===== config.mk =====
export PLATFORM = sky130hd
export DESIGN_NAME = instr_fetch_queue
export DESIGN_NICKNAME = d
export VERILOG_FILES = /design/src/rtl/fetch_pkg.sv /design/src/rtl/fetch_ring.sv /design/src/rtl/instr_fetch_queue.sv
export SDC_FILE = /design/constraint.sdc
export NUM_CORES = 1
export LEC_CHECK = 0
export BUFFER_PORTS_ARGS = -buffer_cell sky130_fd_sc_hd__buf_2
export CAP_MARGIN = 10
export CORE_UTILIZATION = 53
export DETAILED_ROUTE_END_ITERATION = 10
export PLACE_DENSITY = 0.77
export REMOVE_ABC_BUFFERS = 1
export SLEW_MARGIN = 25
export SYNTH_ARGS = -nofsm -noshare
export SYNTH_HDL_FRONTEND = slang
export SYNTH_SLANG_ARGS = --single-unit

===== constraint.sdc =====
create_clock -name clk -period 2.5 [get_ports clk]
set_clock_uncertainty 0.1 [all_clocks]
set_input_delay 0.25 -clock clk [delete_from_list [all_inputs] [get_ports clk]]
set_output_delay 0.25 -clock clk [all_outputs]
set_load 0.01 [all_outputs]

===== src/rtl/fetch_pkg.sv =====
// Shared fetch-stage types: instruction width, the NOP used for empty slots,
// and the per-entry record held in the fetch ring.
package fetch_pkg;

    localparam int unsigned XLEN = 32;
    localparam logic [XLEN-1:0] NOP_INSTR = 32'h0000_0013;

    typedef struct packed {
        logic [XLEN-1:0] pc;
        logic [XLEN-1:0] instr;
        logic            filled;
    } fetch_entry_t;

endpackage


===== src/rtl/fetch_ring.sv =====
// In-order ring of fetch entries: tail allocates on request, fill pointer
// tracks the oldest entry still waiting on memory, head feeds decode.
module fetch_ring
    import fetch_pkg::*;
#(
    parameter int unsigned DEPTH = 4
) (
    input  logic            clk,
    input  logic            reset_n,
    input  logic            alloc,
    input  logic [XLEN-1:0] alloc_pc,
    input  logic            fill,
    input  logic [XLEN-1:0] fill_data,
    input  logic            deq,
    input  logic            flush,
    output fetch_entry_t    head
);

    localparam int unsigned PW = $clog2(DEPTH);
    typedef logic [PW-1:0] ptr_t;

    fetch_entry_t ent_q [DEPTH];
    fetch_entry_t ent_d [DEPTH];
    ptr_t         head_q, head_d;
    ptr_t         tail_q, tail_d;
    ptr_t         fill_q, fill_d;

    always_comb begin
        ent_d  = ent_q;
        head_d = head_q;
        tail_d = tail_q;
        fill_d = fill_q;
        if (flush) begin
            for (int unsigned i = 0; i < DEPTH; i++) begin
                ent_d[i].filled = 1'b0;
                ent_d[i].instr  = NOP_INSTR;
            end
            head_d = '0;
            tail_d = '0;
            fill_d = '0;
        end else begin
            if (deq) begin
                ent_d[head_q].filled = 1'b0;
                ent_d[head_q].instr  = NOP_INSTR;
                head_d = head_q + ptr_t'(1);
            end
            if (fill) begin
                ent_d[fill_q].instr  = fill_data;
                ent_d[fill_q].filled = 1'b1;
                fill_d = fill_q + ptr_t'(1);
            end
            // On a full ring tail == head: the new allocation must win over the dequeue clear.
            if (alloc) begin
                ent_d[tail_q] = '{pc: alloc_pc, instr: NOP_INSTR, filled: 1'b0};
                tail_d = tail_q + ptr_t'(1);
            end
        end
    end

    always_ff @(posedge clk) begin
        if (!reset_n) begin
            for (int unsigned i = 0; i < DEPTH; i++) begin
                ent_q[i] <= '{pc: '0, instr: NOP_INSTR, filled: 1'b0};
            end
            head_q <= '0;
            tail_q <= '0;
            fill_q <= '0;
        end else begin
            ent_q  <= ent_d;
            head_q <= head_d;
            tail_q <= tail_d;
            fill_q <= fill_d;
        end
    end

    assign head = ent_q[head_q];

endmodule


===== src/rtl/instr_fetch_queue.sv =====
// Fetch stage: one imem read per cycle at pc_if, in-order buffering toward
// decode, PC back-pressure, and dropping of wrong-path responses after a redirect.
module instr_fetch_queue #(
    parameter int unsigned XLEN  = 32,
    parameter int unsigned DEPTH = 4
) (
    input  logic            clk,
    input  logic            reset_n,
    input  logic [XLEN-1:0] pc_if,
    input  logic            j_br,
    output logic            fetch_stall,
    output logic            imem_req_valid,
    output logic [XLEN-1:0] imem_req_addr,
    input  logic            imem_req_ready,
    input  logic            imem_rsp_valid,
    input  logic [XLEN-1:0] imem_rsp_data,
    output logic            id_valid,
    output logic [XLEN-1:0] id_instr,
    output logic [XLEN-1:0] id_pc,
    input  logic            id_ready
);
    import fetch_pkg::*;

    localparam int unsigned CW = $clog2(DEPTH + 1);
    typedef logic [CW-1:0] cnt_t;

    cnt_t         count_q, count_d;
    cnt_t         discard_q, discard_d;
    cnt_t         unfilled_q, unfilled_d;
    logic [CW:0]  occupancy;
    logic         deq, slot_ok, req_fire, fill;
    fetch_entry_t head;

    fetch_ring #(.DEPTH(DEPTH)) u_ring (
        .clk       (clk),
        .reset_n   (reset_n),
        .alloc     (req_fire),
        .alloc_pc  (pc_if),
        .fill      (fill),
        .fill_data (imem_rsp_data),
        .deq       (deq),
        .flush     (j_br),
        .head      (head)
    );

    assign id_valid = head.filled;
    assign id_instr = head.instr;
    assign id_pc    = head.pc;

    // Stale reads still occupy memory slots, so they count against capacity.
    assign occupancy      = (CW+1)'(count_q) + (CW+1)'(discard_q);
    assign deq            = id_valid & id_ready & ~j_br;
    assign slot_ok        = (occupancy < (CW+1)'(DEPTH)) | deq;
    assign imem_req_valid = reset_n & ~j_br & slot_ok;
    assign imem_req_addr  = pc_if;
    assign req_fire       = imem_req_valid & imem_req_ready;
    assign fetch_stall    = ~req_fire;
    assign fill           = imem_rsp_valid & (discard_q == '0) & ~j_br;

    always_comb begin
        count_d    = count_q;
        discard_d  = discard_q;
        unfilled_d = unfilled_q;
        if (j_br) begin
            count_d    = '0;
            unfilled_d = '0;
            discard_d  = discard_q + unfilled_q - cnt_t'(imem_rsp_valid);
        end else begin
            count_d    = count_q + cnt_t'(req_fire) - cnt_t'(deq);
            unfilled_d = unfilled_q + cnt_t'(req_fire) - cnt_t'(fill);
            if (imem_rsp_valid && (discard_q != '0)) begin
                discard_d = discard_q - cnt_t'(1);
            end
        end
    end

    always_ff @(posedge clk) begin
        if (!reset_n) begin
            count_q    <= '0;
            discard_q  <= '0;
            unfilled_q <= '0;
        end else begin
            count_q    <= count_d;
            discard_q  <= discard_d;
            unfilled_q <= unfilled_d;
        end
    end

endmodule


Word-level counts from Yosys, hierarchy flattened
Index checks and enable logic that the tools add are counted.
- bits of input ports: 70
- word-level logic and storage cells: 83
- register bits: 275
- output and inout bits: 99
- reduce and logical (&&, ||, !) cells: 8
- magnitude comparators: 7
- add/subtract/negate cells: 11
- bitwise gates (word level): 14
- muxes and demuxes: 25
- operators by type and width (cell ; number):
    260-bit bitwise mux ; 5
    260-bit 2-to-1 mux ; 5
    65-bit demux with 2-bit select ; 5
    65-bit 2-to-1 mux ; 3
    65-bit binary-select mux with 2-bit select ; 1
    33-bit 2-to-1 mux ; 2
    3-bit greater-or-equal comparator (second input constant) ; 3
    3-bit by 1-bit less-than comparator with 1-bit output (second input constant) ; 3
    2-bit NOT with 3-bit output ; 3
    3-bit by 1-bit subtractor with 3-bit output ; 3
    1-bit bitwise AND ; 7
    2-bit by 1-bit adder with 2-bit output (second input constant) ; 3
    3-bit by 1-bit adder with 3-bit output ; 2
    3-bit 2-to-1 mux ; 2
    3-bit by 3-bit adder with 4-bit output ; 1
    1-bit logical AND ; 4
    4-bit by 3-bit less-than comparator with 1-bit output (second input constant) ; 1
    3-bit adder ; 1
    3-bit logical NOT ; 1
    1-bit NOT ; 3
    3-bit nonzero test ; 1
    3-bit by 1-bit subtractor with 3-bit output (second input constant) ; 1
    1-bit 2-to-1 mux ; 2
    2-bit nonzero test ; 1
    other kinds (2) ; 2

Longest topological paths before layout
Gate-level depths: netlist of the first run.
- depth after elaboration: 15
- depth in mapped cells: 13
- gate-level depth less buffers: 11

Cells and area by module
From an unflattened synthesis of the first run, not the netlist that was laid out.
- cells, all modules: 1246
- area, all modules: 12136.6 µm²
- modules (own cells, without submodules) (module ; cells an instance ; instances ; area an instance (µm²) ; seq. area each (µm²)):
    fetch_ring ; 1145 ; 1 ; 11230.8 ; 5325.1
    instr_fetch_queue ; 101 ; 1 ; 905.9 ; 180.2

Least setup slack after synthesis of the first run
Ideal clock, no wire load.
- kind: register -> register
- start: register discard_q[2]
- end: register unfilled_q[2]
- setup time: 130 ps
- required time: 2270 ps
- path buffers: 1
- stages on the path, launching flop included: 12
- period minus slack after synthesis: 2775 ps
- path slack: -275 ps
- arrival: 2545 ps
- cells stage by stage: dfxtp_1 -> ha_1 -> nor3_1 -> nand2_1 -> clkbuf_1 -> a21oi_1 -> xor2_1 -> ha_1 -> fa_1 -> xnor2_1 -> xnor2_1 -> nor2_1
- longest elaborated chain between the ends: 7
- elaborated cells between the ends (all ways): 10
- classes of those cells: add/sub: 3; order compare: 1; bitwise: 5; reduce/logical: 1
- RTL lines (what ; RTL line ; source):
    from (decl) ; instr_fetch_queue.sv:28 ; cnt_t discard_q, discard_d;
    from (signal assigned) ; instr_fetch_queue.sv:84 ; discard_q <= discard_d;
    3-bit by 3-bit adder with 4-bit output ; instr_fetch_queue.sv:51 ; assign occupancy = (CW+1)'(count_q) + (CW+1)'(discard_q);
    4-bit by 3-bit less-than comparator with 1-bit output ; instr_fetch_queue.sv:53 ; assign slot_ok = (occupancy < (CW+1)'(DEPTH)) | deq;
    1-bit bitwise OR ; instr_fetch_queue.sv:53 ;
    1-bit bitwise AND ; instr_fetch_queue.sv:54 ; assign imem_req_valid = reset_n & ~j_br & slot_ok;
    1-bit bitwise AND ; instr_fetch_queue.sv:56 ; assign req_fire = imem_req_valid & imem_req_ready;
    3-bit by 1-bit adder with 3-bit output ; instr_fetch_queue.sv:70 ; unfilled_d = unfilled_q + cnt_t'(req_fire) - cnt_t'(fill);
    3-bit by 1-bit subtractor with 3-bit output * ; instr_fetch_queue.sv:70 ;
    to (signal assigned) ; instr_fetch_queue.sv:85 ; unfilled_q <= unfilled_d;
    to (decl) ; instr_fetch_queue.sv:29 ; cnt_t unfilled_q, unfilled_d;
Every way passes the cells marked *; elsewhere a longest branch is shown, timed or not.
A chain may end at the register's enable or synchronous reset.

Final worst setup path of the first run
- start: register u_ring.head_q[1]
- end: output port id_pc[15]
- longest elaborated chain between the ends: 4
- RTL lines (what ; RTL line ; source):
    from (decl) ; fetch_ring.sv:24 ; ptr_t head_q, head_d;
    from (signal assigned) ; fetch_ring.sv:65 ; head_q <= '0;
    from (signal assigned) ; fetch_ring.sv:70 ; head_q <= head_d;
    2-bit NOT with 3-bit output (not written as such) ; fetch_ring.sv:76 ; assign head = ent_q[head_q];
    65-bit binary-select mux with 2-bit select ; fetch_ring.sv:76 ;
    65-bit 2-to-1 mux (not written as such) (2 in series) ; fetch_ring.sv:76 ;
    to (decl) ; instr_fetch_queue.sv:19 ; output logic [XLEN-1:0] id_pc,
No other way between the ends. The select of a mux whose other input is x is not followed.

==> impl_metrics.env, run 1 <==
export IMPL_yosys_area_top_type="dfxtp_1"
export IMPL_synth_area_per_cell_um2=10.4
export IMPL_final_nets=1553
export IMPL_outcome="finished, final reports clean"
export IMPL_fill_cells=1893
export IMPL_setup_tns_ps=0
export IMPL_fin_crit_ps=2430
export IMPL_clk_transition_reported_paths_ps=60
export IMPL_die_width_um=163
export IMPL_met1_usage=0.348
export IMPL_area_delta_synth_final_pct=20.8
export IMPL_crit_fanout=27
export IMPL_avgViaCountPerCell=6.00
export IMPL_grtUsageMet2=0.474
export IMPL_ys_warn_count=0
export IMPL_place_gp_congestion=0.786
export IMPL_rsz0062_at_grt="yes"
export IMPL_slew_headroom=0.451
export IMPL_peakVddDrop_mv=0.583
export IMPL_drv_slew=0
export IMPL_worst_ep_required_time_ps=2150
export IMPL_cts_tree="done"
export IMPL_routed_wl_um=36600
export IMPL_grt_overflow=0
export IMPL_worst_skew_pair_late_latency_ps=540
export IMPL_hold_depth=3
export IMPL_synth_seq_cells=275
export IMPL_grt_pass1_wl_um=57700
export IMPL_power_per_cell_area_nw_per_um2=634
export IMPL_layout_common_cells="nand2_1, dfxtp_1, buf_2"
export IMPL_antenna_found_initial=0
export IMPL_dr_pass1_iters=5
export IMPL_multi_input_area_um2=7290
export IMPL_io_pins=169
export IMPL_grt_use_total=0.272
export IMPL_h_tree_depth=1
export IMPL_reg2reg_depth=9
export IMPL_initial_core_util=0.542
export IMPL_grt_max_degree=143
export IMPL_ys_seq_area_frac=0.402
export IMPL_postSynthCellCount=1315
export IMPL_die_area_um2=26500
export IMPL_top_usage_layer="met2"
export IMPL_hp_start="imem_rsp_valid"
export IMPL_vias=10900
export IMPL_endpoint_kind="primary output"
export IMPL_io_buffer_count=168
export IMPL_ant_nets=0
export IMPL_grt_pass1_vias=11000
export IMPL_finalCritPeriodShare=0.973
export IMPL_syn_area_um2=13700
export IMPL_cp_arrival_ps=2080
export IMPL_chipHeight_um=163
export IMPL_drc=0
export IMPL_antenna_cells=0
export IMPL_setup_viol=0
export IMPL_fp_row_count=58
export IMPL_fmax_ghz=0.411
export IMPL_min_path_type="in2reg"
export IMPL_dpl_hpwl_um=20100
export IMPL_r2r_slack_ps=80
export IMPL_tightest_slew_ps=824
export IMPL_wl_per_cell_um=20.2
export IMPL_drive_above_1_share=0.296
export IMPL_coreArea_um2=25300
export IMPL_stdcell_count=1812
export IMPL_min_to="discard_q[1]$_SDFFE_PN0P_"
export IMPL_r2r_start="u_ring.head_q[0]$_SDFFE_PP0N_"
export IMPL_drv_cap=0
export IMPL_cts_num_sinks=275
export IMPL_dr_first_iter_drc_count=993
export IMPL_dp_cells=1691
export IMPL_root_buffer="clkbuf_16"
export IMPL_critPathKind="reg2out"
export IMPL_use_met3=0.0395
export IMPL_seq_area_um2=5510
export IMPL_layout_commonest_cell="nand2_1"
export IMPL_hold_viol=0
export IMPL_numCtsBuffers=29
export IMPL_synth_top_area_frac=0.402
export IMPL_synthDistinctLibCells=43
export IMPL_cts_buffer_depth=3
export IMPL_startpoint_type="register"
export IMPL_reg2reg_to="unfilled_q[2]$_SDFF_PP0_"
export IMPL_p_leak_nw=5.64
export IMPL_yosys_top_cells_area="dfxtp_1, mux4_2, mux2i_1, a211oi_2, nand2_1"
## power by group
part / internal, mW / switching [mW]
Combinational: 0.550 / 0.824
Clock: 2.82 / 1.78
Sequential: 4.46 / 0.0495
## cell usage after synthesis
cell         n
o21a_1       1
o211a_1      1
nand2b_1     3
nand3b_1     2
o211ai_1   128
xnor3_1      1
nand3_1      1
buf_4       36
a211oi_2    90
and2_1       8
o21ai_1      4
mux2_4       1
buf_6       21
inv_1       18
nor3_1       2
and4bb_2     1
mux2i_1    131
xor2_1       2
a2bb2oi_2    1
dfxtp_1    275
nor3b_2      1
a21boi_1     1
mux2i_2      1
buf_1        5
buf_8        1
mux4_2      64
nor2b_1      3
a211oi_1    43
a32oi_1      1
a21oi_1     10
o21ai_0      1
nand2_1    293
o2bb2ai_1    1
buf_2       22
a311oi_1     1
clkbuf_1    81
fa_1         3
xnor2_1      7
a21o_1       4
or2_2        1
nor2_1      20
a211oi_4     3
ha_1        21
## state kept, by name (all words and copies together) (netlist names)
register       flops
count_q            3
discard_q          3
u_ring.ent_q     260
u_ring.fill_q      2
u_ring.head_q      2
u_ring.tail_q      2
unfilled_q         3
## stage by stage
step / power [mW] / hold WS (ps) / instance area [um^2] / utilization / setup WS, ps
global route: 10.8 / 77.6 / 16600 / 0.655 / -18.2
finish: 10.5 / 58.7 / 16600 / 0.655 / 67.5
global placement: 5.84 / 339 / 14700 / 0.583 / 20.8
CTS: 10.5 / 37.4 / 16500 / 0.653 / -7.27
floorplan: 5.29 / 268 / 12700 / - / -6600
detailed placement: 5.86 / 346 / 14700 / 0.583 / -34.6
## critical path, cell delays in order (launching register included)
cell	delay, ps
dfxtp_4	390
buf_6	230
bufbuf_16	400
mux4_2	350
buf_2	160
## routing by layer
metal / vias up / routed length, um
met5: - / 0
li1: 5022 / -
met3: 61 / 2440
met4: 0 / 740
met2: 441 / 18100
met1: 5356 / 15400
## worst max-delay path by stage
stage | to | slack (ps) | start
finish | id_pc[15] | 70 | u_ring.head_q[1]$_SDFFE_PP0N_
global route | unfilled_q[2]$_SDFF_PP0_ | -20 | count_q[2]$_SDFF_PP0_
CTS | unfilled_q[2]$_SDFF_PP0_ | -7 | u_ring.head_q[0]$_SDFFE_PP0N_
detailed placement | unfilled_q[2]$_SDFF_PP0_ | -30 | count_q[2]$_SDFF_PP0_
floorplan | u_ring.ent_q[0]$_SDFF_PP0_ | -6600 | u_ring.head_q[0]$_SDFFE_PP0N_
global placement | unfilled_q[2]$_SDFF_PP0_ | 20 | count_q[2]$_SDFF_PP0_
## cell type report
class | count | area share
multi-input combinational | 856 | 0.440
sequential | 275 | 0.333
timing repair buffer | 279 | 0.135
clock buffer | 44 | 0.0528
tap | 330 | 0.0249
clock inverter | 10 | 0.00975
inverter | 18 | 0.00408
## what timing repair did
| action | 4_1_cts | 5_1_grt |
|---|---|---|
| cloned | 2 | 1 |
| resized for setup | 10 | 5 |
| setup endpoints to repair | 66 | 3 |
| hold buffers | 64 | 0 |
| buffers inserted | 0 | 2 |
| pin swaps | 0 | 5 |
| endpoints found under the hold margin | 256 | 0 |
## cells by family (layout without fill, tap and decap cells)
| group | Yosys count | count (layout) | synth area share |
|---|---|---|---|
| AO/OA/AOI/OAI | 290 | 290 | 0.193 |
| XOR/XNOR | 10 | 10 | 0.00740 |
| AND/OR/NAND/NOR | 335 | 335 | 0.0966 |
| flip-flops | 275 | 275 | 0.402 |
| adder cells (fa/ha/maj) | 24 | 24 | 0.0236 |
| buffers and inverters | 184 | 351 | 0.0746 |
| multiplexers | 197 | 197 | 0.203 |
No activity file was read; power rests on OpenSTA's default activity.
==> run 2: changes to the inputs <==
--- a/config.mk
+++ b/config.mk
@@ -5,10 +5,12 @@
 export SDC_FILE = /design/constraint.sdc
 export NUM_CORES = 1
 export LEC_CHECK = 0
+export ABC_AREA = 1
 export BUFFER_PORTS_ARGS = -buffer_cell sky130_fd_sc_hd__buf_2
 export CAP_MARGIN = 10
 export CORE_UTILIZATION = 53
 export DETAILED_ROUTE_END_ITERATION = 10
+export GPL_ROUTABILITY_DRIVEN = 0
 export PLACE_DENSITY = 0.77
 export REMOVE_ABC_BUFFERS = 1
 export SLEW_MARGIN = 25
==> impl_metrics.env, run 2 <==
export IMPL_io_buffer_count=168
export IMPL_worst_ep_required_time_ps=2830
export IMPL_slew_headroom=0.466
export IMPL_seq_area_um2=5510
export IMPL_p_comb_frac=0.095
export IMPL_largest_register_ffs=260
export IMPL_routed_wl_um=36000
export IMPL_p_clk_frac=0.443
export IMPL_syn_area_um2=13200
export IMPL_synth_most_common_cell="nand2_1"
export IMPL_synth_top_area_frac=0.417
export IMPL_grt_max_degree=131
export IMPL_drc=0
export IMPL_fin_crit_ps=2420
export IMPL_finalCritPeriodShare=0.970
export IMPL_h_tree_depth=1
export IMPL_clk_transition_reported_paths_ps=60
export IMPL_internal_power_mw=7.37
export IMPL_io_pins=169
export IMPL_area_delta_synth_final_pct=18.6
export IMPL_fin_total_pwr_mw=9.72
export IMPL_yosys_top_cells_area="dfxtp_1, nand2_1, nor2_1, a21oi_1, inv_1"
export IMPL_antenna_found_initial=0
export IMPL_cts_buffer_depth=3
export IMPL_dr_first_iter_drc_count=1265
export IMPL_grt_pass1_vias=11700
export IMPL_dr_pass1_iters=8
export IMPL_critPathKind="reg2reg"
export IMPL_min_path_type="in2reg"
export IMPL_ant_nets=0
export IMPL_synthDistinctLibCells=29
export IMPL_grt_overflow=0
export IMPL_timing_final_ws_setup_ps=75.8
export IMPL_setup_viol=0
export IMPL_synth_area_per_cell_um2=6.80
export IMPL_power_per_cell_area_nw_per_um2=621
export IMPL_synth_commonest_cells="nand2_1, nor2_1, dfxtp_1, a21oi_1, inv_1"
export IMPL_place_ws_ps=-140
export IMPL_tightest_slew_ps=801
export IMPL_die_area_um2=25600
export IMPL_initial_core_util=0.542
export IMPL_layout_common_cells="nand2_1, nor2_1, dfxtp_1"
export IMPL_synth_seq_cells=275
export IMPL_dp_cells=2314
export IMPL_avgViaCountPerCell=5.27
export IMPL_vias=12800
export IMPL_yosys_area_top_type="dfxtp_1"
export IMPL_layout_commonest_cell="nand2_1"
export IMPL_outcome="finished, final reports clean"
export IMPL_final_nets=2184
export IMPL_stdcell_count=2437
export IMPL_async_reset_ff_frac=0
export IMPL_peakVddDrop_mv=0.500
export IMPL_root_buffer="clkbuf_16"
export IMPL_wl_per_cell_um=14.8
export IMPL_worst_skew_pair_late_latency_ps=550
export IMPL_synthFlopType="dfxtp_1"
export IMPL_cp_arrival_ps=2750
export IMPL_hold_viol=0
export IMPL_p_leak_nw=7.25
export IMPL_top_register="u_ring.ent_q"
export IMPL_fmax_ghz=0.413
export IMPL_cts_tree="done"
export IMPL_numCtsBuffers=30
export IMPL_multi_input_area_um2=6200
export IMPL_crit_fanout=2
export IMPL_postSynthCellCount=1942
export IMPL_antenna_cells=0
export IMPL_grt_pass1_wl_um=57600
export IMPL_ys_seq_area_frac=0.417
export IMPL_ys_warn_count=0
export IMPL_p_sw_frac=0.242
export IMPL_power_frac_seq=0.462
export IMPL_grt_use_total=0.268
export IMPL_die_width_um=160
export IMPL_dpl_hpwl_um=19700
export IMPL_synth_edf_count=0
export IMPL_startpoint_type="register"
export IMPL_chipHeight_um=160
export IMPL_drive_above_1_share=0.148
export IMPL_fill_cells=2186
export IMPL_endpoint_kind="register"
export IMPL_fp_row_count=57
export IMPL_cts_num_sinks=275
export IMPL_drv_cap=0
export IMPL_switchingPower_mw=2.35
export IMPL_drv_slew=0
export IMPL_coreArea_um2=24400
## run 2: cell count changes in the layout (fill, tap and decap cells not counted), sizes merged, moves of 97 or more
cell,previous run,this run
a21oi,10,228
o21ai,5,105
nand2,293,444
inv,20,171
nand3,1,98
nor2,20,366
a211oi,136,0
o211ai,128,0
mux2i,132,0
## run 2: worst paths after layout
path	start	to	slack, ps	cells past startpoint
max	count_q[2]$_SDFF_PP0_	unfilled_q[2]$_SDFF_PP0_	80	13
min	imem_rsp_data[31]	u_ring.ent_q[162]$_SDFF_PP0_	10	5
max reg2reg	count_q[2]$_SDFF_PP0_	unfilled_q[2]$_SDFF_PP0_	80	13
min reg2reg	u_ring.ent_q[86]$_SDFF_PP0_	u_ring.ent_q[86]$_SDFF_PP0_	360	2
## run 2: cells by family after synthesis
kind of cell,count (synthesis),share of synthesized area
AND/OR/NAND/NOR,926,0.285
flip-flops,275,0.417
buffers and inverters,332,0.122
XOR/XNOR,8,0.00530
adder cells (fa/ha/maj),24,0.0244
AO/OA/AOI/OAI,377,0.147
## run 2: what timing repair did
| item | 4_1_cts | 5_1_grt |
|---|---|---|
| resized for setup | 13 | 8 |
| buffers inserted | 0 | 2 |
| hold buffers | 64 | 0 |
| endpoints found under the setup margin | 3 | 22 |
| endpoints found under the hold margin | 249 | 0 |
| gates cloned | 0 | 2 |
| pin swaps | 8 | 7 |
## run 2: layer usage
layer	global-route usage	share of wire	vias to the layer above
li1	-	-	6401
met1	0.354	0.43	5842
met4	0.0857	0.022	0
met5	0	0	-
met3	0.0390	0.078	67
met2	0.451	0.47	533
## run 2: critical path, cell delays in order, from the launching register on
cell and delay [ps]:
dfxtp_2 340, ha_4 230, nor3_2 130, nand2_2 100, nand2_4 90, nand3_4 70, buf_4 160, nand2_1 70
nand2_1 60, ha_1 190, fa_2 370, xor2_2 200, o21ai_2 130, a21oi_1 50
## run 2: power groups by stage
stage,Sequential (mW),Clock [mW],Combinational (mW)
after global placement,4.58,0,0.792
after floorplan,4.58,0,0.400
after CTS,4.49,4.38,0.899
final,4.49,4.31,0.923
after detailed placement,4.58,0,0.804
after global routing,4.49,4.57,1.01
## run 2: cell type report
cell class	count	area share
clock buffers	48	0.0574
clock inverters	7	0.00407
inverters	170	0.0415
multi-input cells	1335	0.396
flip-flops and latches	275	0.352
well taps	324	0.0259
repair buffers	278	0.123
## run 2: metrics by stage
stage / util / cell area (um^2) / hold slack (ps) / setup TNS, ps
final: 0.642 / 15700 / 12.2 / 0
after global routing: 0.642 / 15700 / 37.1 / -62.7
after CTS: 0.638 / 15600 / 1.82 / 0
after detailed placement: 0.570 / 13900 / 352 / -232
after global placement: 0.570 / 13900 / 349 / -147
after floorplan: - / 12300 / 270 / -901010
